==> src/rtl/main_mem_arbiter.sv <==
// Main-memory port arbiter: round-robin grant of one external memory port
// to NUM_REQ cache miss engines. It issues the winner's command, counts the
// burst beats and gates the beat handshakes back to the granted engine only.
//
// Handshake semantics: a command transfer completes on a cycle where
// mem_cmd_valid_o and mem_cmd_ack_i are both high; command fields are stable
// while valid is high. Data beats are single-cycle strobes (mem_rd_valid_i for
// fills, mem_wr_ack_i for evictions) with no back-pressure from this block.
module main_mem_arbiter #(
    parameter int NUM_REQ   = 3,
    parameter int ADDR_W    = 24,
    parameter int BURST_LEN = 512,
    parameter int CNT_W     = 10
) (
    input  logic                      clk_i,
    input  logic                      rst_ni,
    input  logic [NUM_REQ-1:0]        req_i,
    input  logic [NUM_REQ-1:0]        req_wr_i,
    input  logic [NUM_REQ*ADDR_W-1:0] req_addr_i,
    input  logic [NUM_REQ-1:0]        req_done_i,
    output logic [NUM_REQ-1:0]        grant_o,
    output logic                      mem_cmd_valid_o,
    output logic                      mem_cmd_wr_o,
    output logic [ADDR_W-1:0]         mem_cmd_addr_o,
    input  logic                      mem_cmd_ack_i,
    input  logic                      mem_rd_valid_i,
    input  logic                      mem_wr_ack_i,
    output logic [NUM_REQ-1:0]        eng_rd_valid_o,
    output logic [NUM_REQ-1:0]        eng_wr_ack_o,
    output logic                      busy_o,
    output logic [2:0]                state_o,
    output logic [CNT_W-1:0]          beat_cnt_o
);

    localparam int IDX_W = (NUM_REQ > 1) ? $clog2(NUM_REQ) : 1;
    localparam logic [CNT_W-1:0] BURST_CNT = CNT_W'(BURST_LEN);

    typedef enum logic [2:0] {
        ARB_IDLE      = 3'd0,
        ARB_CMD       = 3'd1,
        ARB_XFER      = 3'd2,
        ARB_WAIT_DONE = 3'd3,
        ARB_RELEASE   = 3'd4
    } arb_state_e;

    arb_state_e          state_q, state_d;
    logic [NUM_REQ-1:0]  grant_q, grant_d;
    logic                cmd_valid_q, cmd_valid_d;
    logic                cmd_wr_q, cmd_wr_d;
    logic [ADDR_W-1:0]   cmd_addr_q, cmd_addr_d;
    logic [CNT_W-1:0]    beat_cnt_q, beat_cnt_d;
    logic [IDX_W-1:0]    last_grant_q, last_grant_d;
    logic [IDX_W-1:0]    win_idx_q, win_idx_d;

    logic                pick_found;
    logic [IDX_W-1:0]    pick_idx;
    int unsigned         cand;
    logic                done_granted;
    logic                beat_in;
    logic [CNT_W-1:0]    beat_cnt_inc;

    // Round-robin search: first requester above last_grant, wrapping around.
    always_comb begin
        pick_found = 1'b0;
        pick_idx   = '0;
        cand       = 0;
        for (int k = 1; k <= NUM_REQ; k++) begin
            cand = (int'(unsigned'(last_grant_q)) + k) % NUM_REQ;
            if (!pick_found && req_i[cand[IDX_W-1:0]]) begin
                pick_found = 1'b1;
                pick_idx   = cand[IDX_W-1:0];
            end
        end
    end

    assign done_granted = |(req_done_i & grant_q);
    assign beat_in      = cmd_wr_q ? mem_wr_ack_i : mem_rd_valid_i;
    assign beat_cnt_inc = beat_cnt_q + CNT_W'(1);

    // Next-state logic; entering ARB_RELEASE drops the grant and clears the
    // counter immediately so the released engine sees no further beats.
    always_comb begin
        state_d      = state_q;
        grant_d      = grant_q;
        cmd_valid_d  = cmd_valid_q;
        cmd_wr_d     = cmd_wr_q;
        cmd_addr_d   = cmd_addr_q;
        beat_cnt_d   = beat_cnt_q;
        last_grant_d = last_grant_q;
        win_idx_d    = win_idx_q;
        case (state_q)
            ARB_IDLE: begin
                if (pick_found) begin
                    grant_d     = NUM_REQ'(1) << pick_idx;
                    win_idx_d   = pick_idx;
                    cmd_wr_d    = req_wr_i[pick_idx];
                    cmd_addr_d  = req_addr_i[pick_idx*ADDR_W +: ADDR_W];
                    cmd_valid_d = 1'b1;
                    state_d     = ARB_CMD;
                end
            end
            ARB_CMD: begin
                if (done_granted) begin
                    cmd_valid_d = 1'b0;
                    state_d     = ARB_RELEASE;
                end else if (mem_cmd_ack_i) begin
                    cmd_valid_d = 1'b0;
                    state_d     = ARB_XFER;
                end
            end
            ARB_XFER: begin
                if (done_granted) begin
                    state_d = ARB_RELEASE;
                end else if (beat_in) begin
                    beat_cnt_d = beat_cnt_inc;
                    if (beat_cnt_inc == BURST_CNT) begin
                        state_d = ARB_WAIT_DONE;
                    end
                end
            end
            ARB_WAIT_DONE: begin
                if (done_granted) begin
                    state_d = ARB_RELEASE;
                end
            end
            ARB_RELEASE: begin
                state_d = ARB_IDLE;
            end
            default: begin
                state_d = ARB_IDLE;
            end
        endcase
        if (state_d == ARB_RELEASE && state_q != ARB_RELEASE) begin
            grant_d      = '0;
            beat_cnt_d   = '0;
            last_grant_d = win_idx_q;
        end
    end

    // State and datapath registers with synchronous active-low reset.
    always_ff @(posedge clk_i) begin
        if (!rst_ni) begin
            state_q      <= ARB_IDLE;
            grant_q      <= '0;
            cmd_valid_q  <= 1'b0;
            cmd_wr_q     <= 1'b0;
            cmd_addr_q   <= '0;
            beat_cnt_q   <= '0;
            last_grant_q <= IDX_W'(NUM_REQ - 1);
            win_idx_q    <= '0;
        end else begin
            state_q      <= state_d;
            grant_q      <= grant_d;
            cmd_valid_q  <= cmd_valid_d;
            cmd_wr_q     <= cmd_wr_d;
            cmd_addr_q   <= cmd_addr_d;
            beat_cnt_q   <= beat_cnt_d;
            last_grant_q <= last_grant_d;
            win_idx_q    <= win_idx_d;
        end
    end

    // Zero-latency beat routing, only during the transfer phase.
    always_comb begin
        eng_rd_valid_o = grant_q & {NUM_REQ{mem_rd_valid_i & ~cmd_wr_q & (state_q == ARB_XFER)}};
        eng_wr_ack_o   = grant_q & {NUM_REQ{mem_wr_ack_i & cmd_wr_q & (state_q == ARB_XFER)}};
    end

    assign grant_o         = grant_q;
    assign mem_cmd_valid_o = cmd_valid_q;
    assign mem_cmd_wr_o    = cmd_wr_q;
    assign mem_cmd_addr_o  = cmd_addr_q;
    assign busy_o          = (state_q != ARB_IDLE);
    assign state_o         = state_q;
    assign beat_cnt_o      = beat_cnt_q;

endmodule

==> config.mk <==
export PLATFORM = sky130hd
export DESIGN_NAME = main_mem_arbiter
export DESIGN_NICKNAME = d
export VERILOG_FILES = /design/src/rtl/main_mem_arbiter.sv
export SDC_FILE = /design/constraint.sdc
export NUM_CORES = 1
export LEC_CHECK = 0
export CORE_ASPECT_RATIO = 1.2
export CORE_MARGIN = 1
export CORE_UTILIZATION = 42
export CTS_BUF_LIST = sky130_fd_sc_hd__clkbuf_4 sky130_fd_sc_hd__clkbuf_8
export CTS_CLUSTER_SIZE = 28
export DETAILED_ROUTE_END_ITERATION = 10
export GPL_TIMING_DRIVEN = 0
export PLACE_DENSITY = 0.88
export SLEW_MARGIN = 20
export SYNTH_ARGS = -nofsm -noshare
export SYNTH_HDL_FRONTEND = slang
export SYNTH_SLANG_ARGS = --single-unit
==> constraint.sdc <==
create_clock -name clk_i -period 5.44 [get_ports clk_i]
set_input_delay 1.632 -clock clk_i [delete_from_list [all_inputs] [get_ports clk_i]]
set_output_delay 1.632 -clock clk_i [all_outputs]
set_load 0.02 [all_outputs]
### Word level (Yosys, flattened, before mapping)

Cells that the tools add are included.

| operators by class | value |
|---|---|
| shifts and indexed selects | 2 |
| reduce and logical (&&, ||, !) cells | 13 |
| equal/unequal tests | 8 |
| $add $sub $neg | 4 |
| bitwise operators | 10 |
| $mul | 1 |
| divide/modulo/power cells | 3 |
| magnitude comparators | 4 |
| muxes and demuxes | 27 |

Operator list:

| cell | count |
|---|---|
| modulo 32 x 3 -> 32 bit, second input constant | 3 |
| indexed part select 72 x 8 -> 24 bit | 1 |
| 2-to-1 mux 3 bit | 7 |
| < comparator 2 x 3 -> 1 bit, second input constant | 4 |
| case mux 3 bit (4 select lines) | 1 |
| 2-to-1 mux 1 bit | 11 |
| adder 10 x 1 -> 10 bit, second input constant | 1 |
| == test 10 bit, second input constant | 1 |
| bitwise AND 3 bit | 3 |
| binary-select mux 1 bit (select 2 bit) | 4 |
| adder 2 x 2 -> 3 bit, second input constant | 2 |
| == test 3 x 2 -> 1 bit, second input constant | 2 |
| 2-to-1 mux 2 bit | 3 |
| != test 3 bit, second input constant | 2 |
| AND reduction 3 bit | 2 |
| bitwise AND 1 bit | 4 |
| multiplier 2 x 2 -> 4 bit, second input constant | 1 |
| adder 2 x 1 -> 3 bit, second input constant | 1 |
| == test 3 x 1 -> 1 bit, second input constant | 1 |
| == test 3 bit, second input constant | 1 |
| logical AND 1 bit | 3 |
| logical NOT 3 bit | 1 |
| inverter 1 bit | 3 |
| nonzero test 3 bit | 1 |
| 8 further kinds | 9 |

| storage, ports and cells | value |
|---|---|
| logic and storage cells | 80 |
| bits in registers | 46 |
| input port bits | 86 |

### Longest topological paths before layout

Gate-level depths: netlist of the first run.

| depth | value |
|---|---|
| word-level depth | 16 |
| gate-level depth with buffers | 8 |

### Worst setup path before layout of the first run

No wires, ideal clock.

| path | value |
|---|---|
| path kind | input -> output |
| start | input mem_rd_valid_i |
| end | output eng_rd_valid_o[0] |
| required time | 3.808 ns |
| setup slack | 1.794 ns |
| stages | 2 |
| path buffers | 0 |
| arrival time | 2.014 ns |
| path through | and3b_1 > and2_1 |

| on the way | value |
|---|---|
| longest elaborated chain between the ends | 3 |

Ends and longest elaborated chain:

| item | RTL line | text |
|---|---|---|
| start, declared | 26 | `input logic mem_rd_valid_i,` |
| bitwise AND 1 bit (2 in a row) | 165 | `eng_rd_valid_o = grant_q & {NUM_REQ{mem_rd_valid_i & ~cmd_wr_q & (state_q == ARB_XFER)}};` |
| bitwise AND 3 bit | 165 |  |
| end, declared | 28 | `output logic [NUM_REQ-1:0] eng_rd_valid_o,` |

Every way passes these cells.

### Worst setup path in the final report of the first run

| path | value |
|---|---|
| start | input mem_rd_valid_i |
| end | output eng_rd_valid_o[2] |

The elaborated chain is that of the path after synthesis.

==> metrics.log, run 1 <==
INFO  metric postSynth.asyncResetShare = 0%
INFO  metric synth_area_per_cell = 8.61 µm²
INFO  metric gp_routability_congestion = 0.814
INFO  metric transition_time_at_the_pin_with_the_least_slew_margin = 0.925 ns
INFO  metric gr-usage-met2 = between 40% and 50%
INFO  metric hold_violations = 0
INFO  metric remaining_drc_errors = 0
INFO  metric powerDensity = 347 nW/µm²
INFO  metric antenna_found_initial = 0
INFO  metric synth.cell_area = 2250 µm²
INFO  metric cts_root_buf = clkbuf_8
INFO  metric worstPathMaxFanout = 3
INFO  metric synthesis.yosys.warnings = 0
INFO  metric yosys_register_bits = 46
INFO  metric final_cycle_utilization_of_the_critical_path = a little under nine tenths
INFO  metric io_buffer_count = ~130
INFO  metric synth_edf_count = 0
INFO  metric finalSetupViolations = 0
INFO  metric cts_post_setup_buffers_inserted = 0
INFO  metric ff2ff_setup_slack = 2.98 ns
INFO  metric ys_top_cells_by_count = dfxtp_1, a21oi_1, o21ai_0
INFO  metric grt_setup_unrepaired = false
INFO  metric slowest_delay = 0.61 ns
INFO  metric worst-setup-path-type = in -> out
INFO  metric drt-total-wl = 7390 µm
INFO  metric drt-initial-drc-count = 224
INFO  metric max_cap_viol_count = 0
INFO  metric antenna_cells = 0
INFO  metric clock_sink_count = 46
INFO  metric fp.coreArea = 5040 µm²
INFO  metric grt_usage = 27.7%
INFO  metric dominant_cell_type_by_area_after_synthesis = dfxtp_1
INFO  metric timing.critical_path.to_type = output port
INFO  metric power.leakage = 1.37 nW
INFO  metric drtAntennaViolNets = 0
INFO  metric final_layout_size_suffix_gt1_share = 4.71%
INFO  metric vdd_ir_max = 261 µV
INFO  metric fill_cells = between 300 and 400
INFO  metric global_route_wire_length_before_repair = 11500 µm
INFO  metric cts_htree_levels = 2
INFO  metric grt_remaining_overflow = 0
INFO  metric synth_seq_area_share = 41.0%
INFO  metric crit_chain = clkdlybuf4s50_1 -> and3b_1 -> and2_1 -> clkdlybuf4s50_1
INFO  metric area_delta_synth_final = 67.2%
INFO  metric synth_top_area_share = slightly above 40%
INFO  metric ctsLongestPathBuffers = 2
INFO  metric grt_use_met1 = 29.8%
INFO  metric dieHeight = 82.2 µm
INFO  metric wl_per_cell = between 15 and 20 µm
INFO  metric worst_skew_pair.late_latency = roughly 0.31 ns
INFO  metric synth_area_leaders = dfxtp_1, a222oi_1, a21oi_1
INFO  metric slew_headroom = between 30% and 40%
INFO  metric grtUsageMet3 = 8.24%
INFO  metric postSynthNetCount = 350
INFO  metric cts-buffers-inserted = 5
INFO  metric cp.buffers_inverters = 2
INFO  metric synthDistinctLibCells = 39
INFO  metric dominant_synthesized_flop_cell = dfxtp_1
INFO  metric grt_pass1_vias = 2493
INFO  metric start_util = ~45%
INFO  metric timing.critical_path.from_type = primary input
INFO  metric path_clk_slew = 0.08 ns
INFO  metric floorplan.die_area = roughly 5700 µm²
INFO  metric netlist_instances = 261
INFO  metric avgViaCountPerCell = approximately 5.8
INFO  metric hpwl = between 5000 and 6000 µm
INFO  metric cts_resized = 0
INFO  metric io_pins = 135
INFO  metric crit_path_arrival_time = between 3 and 4 ns
INFO  metric yosys.cell_count.top_type = dfxtp_1
INFO  metric final_design_area_no_fill = around 3800 µm²
INFO  metric num_vias = approximately 2.7k
INFO  metric library_cell_contributing_the_largest_single_delay_on_the_critical_path = clkdlybuf4s50_1
INFO  metric cts_hold_buffers = 0
INFO  metric worst_path_dominant_cell_family = buffers and inverters
INFO  metric placedInstanceArea = 3660 µm²
INFO  metric outcome = finished, final reports clean
INFO  metric core.rowCount = 28
INFO  metric cell_with_the_most_instances_on_the_worst_path = clkdlybuf4s50_1
INFO  metric finalCriticalPeriod = between 4 and 5 ns
INFO  metric grt_busiest_layer = met2
INFO  metric chipWidth = a little under 70 µm
INFO  metric maxClockFrequency = approximately 0.21 GHz
INFO  metric final_number_of_max_transition_violations = 0
INFO  metric grt_start_max_net_pins = 14
INFO  metric finClkSkew = 0.00989 ns
INFO  metric layout.nets = 491
INFO  metric tritoncts = done
INFO  metric hold_path.class = reg -> reg
INFO  metric pwr_total = 0.00131 W
INFO  metric detailedRoute.firstPassIterationCount = 6
INFO  metric timing.critical_path.required = roughly 3.8 ns
INFO  metric tns = 0 ns
==> path summary, 6_finish.rpt <==
| check | startpoint | cells after the start | to |
|---|---|---|---|
| max | mem_rd_valid_i | 4 | eng_rd_valid_o[2] |
| min | win_idx_q[0] | 2 | win_idx_q[0] |
| max reg2reg | last_grant_q[0] | 8 | mem_cmd_addr_o[15] |
| min reg2reg | win_idx_q[0] | 2 | win_idx_q[0] |
==> state kept, by name, summed over array words and instances, names as in the netlist <==
name and cells:
win_idx_q 2, mem_cmd_wr_o 1, mem_cmd_valid_o 1, state_o 3
grant_o 3, last_grant_q 2, beat_cnt_o 10, mem_cmd_addr_o 24
==> report_power, final <==
| group | total, W | switching, W | internal [W] | leakage, nW |
|---|---|---|---|---|
| logic | 0.000615 | 0.000328 | 0.000287 | 0.940 |
| registers | 0.000465 | 0.0000494 | 0.000415 | 0.378 |
| clock network | 0.000225 | 0.000118 | 0.000108 | 0.0517 |
| total | 0.00131 | 0.000495 | 0.000810 | 1.37 |
==> logic make-up after synthesis <==
group / share of synthesized area (%)
AO/OA/AOI/OAI: 30.9
AND/OR/NAND/NOR: 16.8
flip-flops: 41.0
buffers and inverters: 4.40
XOR/XNOR: 3.90
multiplexers: 1.39
adder cells (fa/ha/maj): 1.67
==> stage by stage <==
step | util, % | hold slack, ns | cells | setup WS (ns)
2_1_floorplan | - | 0.449 | 261 | 1.79
3_3_place_gp | 72.6 | 0.461 | 455 | 0.801
3_5_place_dp | 72.6 | 0.473 | 455 | 0.755
4_1_cts | 74.5 | 0.489 | 463 | 0.757
5_1_grt | 74.5 | 0.515 | 463 | 0.692
6_report | 74.5 | 0.485 | 463 | 0.761
==> area by class of cell <==
| cell class | instances | area (µm²) | area share [%] |
|---|---|---|---|
| timing repair buffer | 134 | 1340 | 35.7 |
| multi-input combinational | 191 | 1230 | 32.7 |
| sequential | 46 | 921 | 24.5 |
| clock buffer | 7 | 90.1 | 2.40 |
| tap | 60 | 75.1 | 2.00 |
| buffer | 17 | 72.6 | 1.93 |
| inverter | 7 | 26.3 | 0.699 |
| clock inverter | 1 | 5.00 | 0.133 |
==> worst reg2reg max path: cells and delay by family (launching register included) <==
family          cells  cell delay, ns
compound gates      4            1.04
simple gates        1            0.13
flops               1            0.34
buf+inv             2            0.51
fa+ha+maj           1            0.36
==> routing by layer <==
metal	vias to the layer above	part of all wire (%)	wire [µm]
li1	1276	-	-
met4	0	2.3	170
met1	1269	37	2740
met3	13	8.1	597
met2	121	53	3880
met5	-	0	0
==> cells in the final DEF, fill, tap and decap left out, types with 3 or more instances in the layout <==
master,n
clkdlybuf4s50_1,134
a21oi_1,33
clkbuf_8,6
buf_2,7
or3_1,4
xnor2_1,3
xor2_1,7
nor2b_1,3
ha_1,3
nor2_1,19
and2_1,8
inv_1,7
dfxtp_1,46
nand3_1,8
nand2_1,9
a222oi_1,26
nand2b_1,7
nand4_1,4
o21ai_0,30
clkbuf_1,10
(Power assumes the default switching activity.)
==> run 2, diff against run 1 <==
ABC_AREA = 1   (was unset)
CORE_UTILIZATION = 45   (was 42)
PLACE_DENSITY = 0.87   (was 0.88)
==> metrics.log, run 2 <==
INFO  metric gp_routability_congestion = 0.947
INFO  metric grtUsageMet3 = under 10%
INFO  metric postSynth.asyncResetShare = 0%
INFO  metric yosys.cell_count.top_type = nand2_1
INFO  metric timing.critical_path.required = 3.81 ns
INFO  metric final_cycle_utilization_of_the_critical_path = 85.1%
INFO  metric io_buffer_count = 134
INFO  metric dominant_cell_type_by_area_after_synthesis = dfxtp_1
INFO  metric clock_sink_count = 46
INFO  metric antenna_cells = 0
INFO  metric synthDistinctLibCells = 28
INFO  metric grt_remaining_overflow = 0
INFO  metric grt_busiest_layer = met2
INFO  metric tritoncts = done
INFO  metric crit_chain = clkdlybuf4s50_1 -> nand2_1 -> inv_1 -> nand2_1 -> nor2_1 -> clkdlybuf4s50_1
INFO  metric hold_violations = 0
INFO  metric avgViaCountPerCell = between 5 and 6
INFO  metric timing.final.ws_setup = 0.811 ns
INFO  metric crit_path_arrival_time = around 3.0 ns
INFO  metric flip_flop_count_of_the_largest_register_all_copies_and_words_added = 24
INFO  metric finalCoreUtilization = 74.8%
INFO  metric grt_setup_unrepaired = false
INFO  metric final_layout_size_suffix_gt1_share = 6.62%
INFO  metric num_vias = 3345
INFO  metric placedInstanceArea = between 4000 and 5000 µm²
INFO  metric synthesis.yosys.warnings = 0
INFO  metric yosys_register_bits = 46
INFO  metric synth_edf_count = 0
INFO  metric io_pins = 135
INFO  metric outcome = finished, final reports clean
INFO  metric global_route_wire_length_before_repair = 14000 µm
INFO  metric worstPathMaxFanout = 3
INFO  metric final_design_area_no_fill = between 4000 and 5000 µm²
INFO  metric synth_top_area_share = 33.5%
INFO  metric power.leakage = ~1.9 nW
INFO  metric detailedRoute.firstPassIterationCount = 4
INFO  metric timing.critical_path.to_type = output port
INFO  metric worst-setup-path-type = in -> out
INFO  metric gr-usage-met2 = between 50% and 60%
INFO  metric start_util = 47.5%
INFO  metric cts_resized = 0
INFO  metric floorplan.die_area = 6420 µm²
INFO  metric cts_post_setup_buffers_inserted = 0
INFO  metric layout.cells.most_common = clkdlybuf4s50_1
INFO  metric postSynthNetCount = 521
INFO  metric max_cap_viol_count = 0
INFO  metric synth.cell_area = 2750 µm²
INFO  metric ctsLongestPathBuffers = 2
INFO  metric tns = 0 ns
INFO  metric post_placement_setup_slack = between 0.8 and 0.9 ns
INFO  metric slowest_delay = 0.61 ns
INFO  metric antenna_found_initial = 0
INFO  metric drtAntennaViolNets = 0
INFO  metric cts-buffers-inserted = 5
INFO  metric powerDensity = 527 nW/µm²
INFO  metric layout.nets = 662
INFO  metric worst_skew_pair.late_latency = approximately 0.30 ns
INFO  metric vdd_ir_max = 298 µV
INFO  metric cts_htree_levels = 2
INFO  metric chipWidth = about 73 µm
INFO  metric drt-initial-drc-count = 208
INFO  metric drt-total-wl = 8810 µm
INFO  metric hpwl = 6670 µm
INFO  metric grt_usage = between 20% and 30%
INFO  metric grt_pass1_vias = between 3k and 4k
INFO  metric path_clk_slew = 0.08 ns
INFO  metric netlist_instances = 432
INFO  metric dieHeight = roughly 90 µm
INFO  metric finalCriticalPeriod = 4.63 ns
INFO  metric core.rowCount = 30
INFO  metric grt_use_met1 = 31.2%
INFO  metric grt_start_max_net_pins = 16
INFO  metric remaining_drc_errors = 0
INFO  metric cts_hold_buffers = 0
INFO  metric maxClockFrequency = between 0.2 and 0.25 GHz
INFO  metric finalSetupViolations = 0
INFO  metric transition_time_at_the_pin_with_the_least_slew_margin = 0.549 ns
INFO  metric hold_path.class = reg -> reg
INFO  metric library_cell_contributing_the_largest_single_delay_on_the_critical_path = clkdlybuf4s50_1
INFO  metric slew_headroom = 63.4%
INFO  metric timing.critical_path.from_type = primary input
INFO  metric cts_root_buf = clkbuf_8
INFO  metric finClkSkew = between 0.006 and 0.007 ns
INFO  metric final_number_of_max_transition_violations = 0
INFO  metric ys_top_cells_by_count = nand2_1, nor2_1, nand3_1
INFO  metric wl_per_cell = 13.5 µm
INFO  metric area_delta_synth_final = 57.5%
INFO  metric layout_common_cells = clkdlybuf4s50_1, nand2_1, nor2_1, nand3_1, dfxtp_1
INFO  metric synth_area_per_cell = 6.36 µm²
INFO  metric synth_area_leaders = dfxtp_1, nand2_1, nand3_1
INFO  metric fp.coreArea = 5780 µm²
INFO  metric synth_seq_area_share = 33.5%
INFO  metric dominant_synthesized_flop_cell = dfxtp_1
## run 2: changes by cell type after synthesis, moves of 4 or more
cell      delta
nand2_1    +115
nand3_1     +58
nor2_1      +53
a222oi_1    -26
o21ai_0     -21
inv_1       +18
and2_1       -8
nand2b_1     -7
inv_2        +6
buf_6        +5
clkbuf_1     -5
nand3_2      +4
nand4_1      -4
or3_1        -4
## run 2: power breakdown
part           switching, W  internal, W
registers         0.0000498     0.000429
logic              0.000914     0.000585
clock network      0.000119     0.000184
total               0.00108      0.00120
## run 2: worst max-delay path: cells and delay by family
family / cells / cell delay [ns]
buffers and inverters: 3 / 1.12
and+or+nand+nor: 3 / 0.24
## run 2: per-stage QoR
step	total power (W)	hold slack, ns	cells
2_1_floorplan	0.00151	0.435	432
3_3_place_gp	0.00194	0.456	646
3_5_place_dp	0.00198	0.461	646
4_1_cts	0.00229	0.479	654
5_1_grt	0.00247	0.506	654
6_report	0.00228	0.472	654
## run 2: cell families after synthesis
| kind of cell | count (synthesis) | share of synthesized area (%) |
|---|---|---|
| compound gates | 49 | 9.61 |
| xor+xnor | 9 | 2.87 |
| fa+ha+maj | 3 | 1.37 |
| buf+inv | 49 | 8.61 |
| flops | 46 | 33.5 |
| simple gates | 276 | 44.0 |
## run 2: final cells by class
class	instances	area, µm²
Buffer	18	120
Clock buffer	5	68.8
Clock inverter	3	68.8
Fill cell	512	1460
Inverter	31	116
Multi-Input combinational cell	337	1590
Sequential cell	46	921
Tap cell	80	100
Timing Repair Buffer	134	1340
## run 2: worst paths after layout
| check | start | end | slack [ns] | depth (start not counted) |
|---|---|---|---|---|
| worst max-delay path | mem_wr_ack_i | eng_wr_ack_o[1] | 0.81 | 6 |
| worst min-delay path | win_idx_q[1] | win_idx_q[1] | 0.47 | 2 |
| worst max register to register | last_grant_q[0] | mem_cmd_addr_o[9] | 3.18 | 14 |
| worst min register to register | win_idx_q[1] | win_idx_q[1] | 0.47 | 2 |
## run 2: metal layers
metal / vias to the layer above / share of wire, %
met5: - / 0
met4: 0 / 2.8
met3: 25 / 5.2
met2: 106 / 51
met1: 1544 / 41
li1: 1670 / -
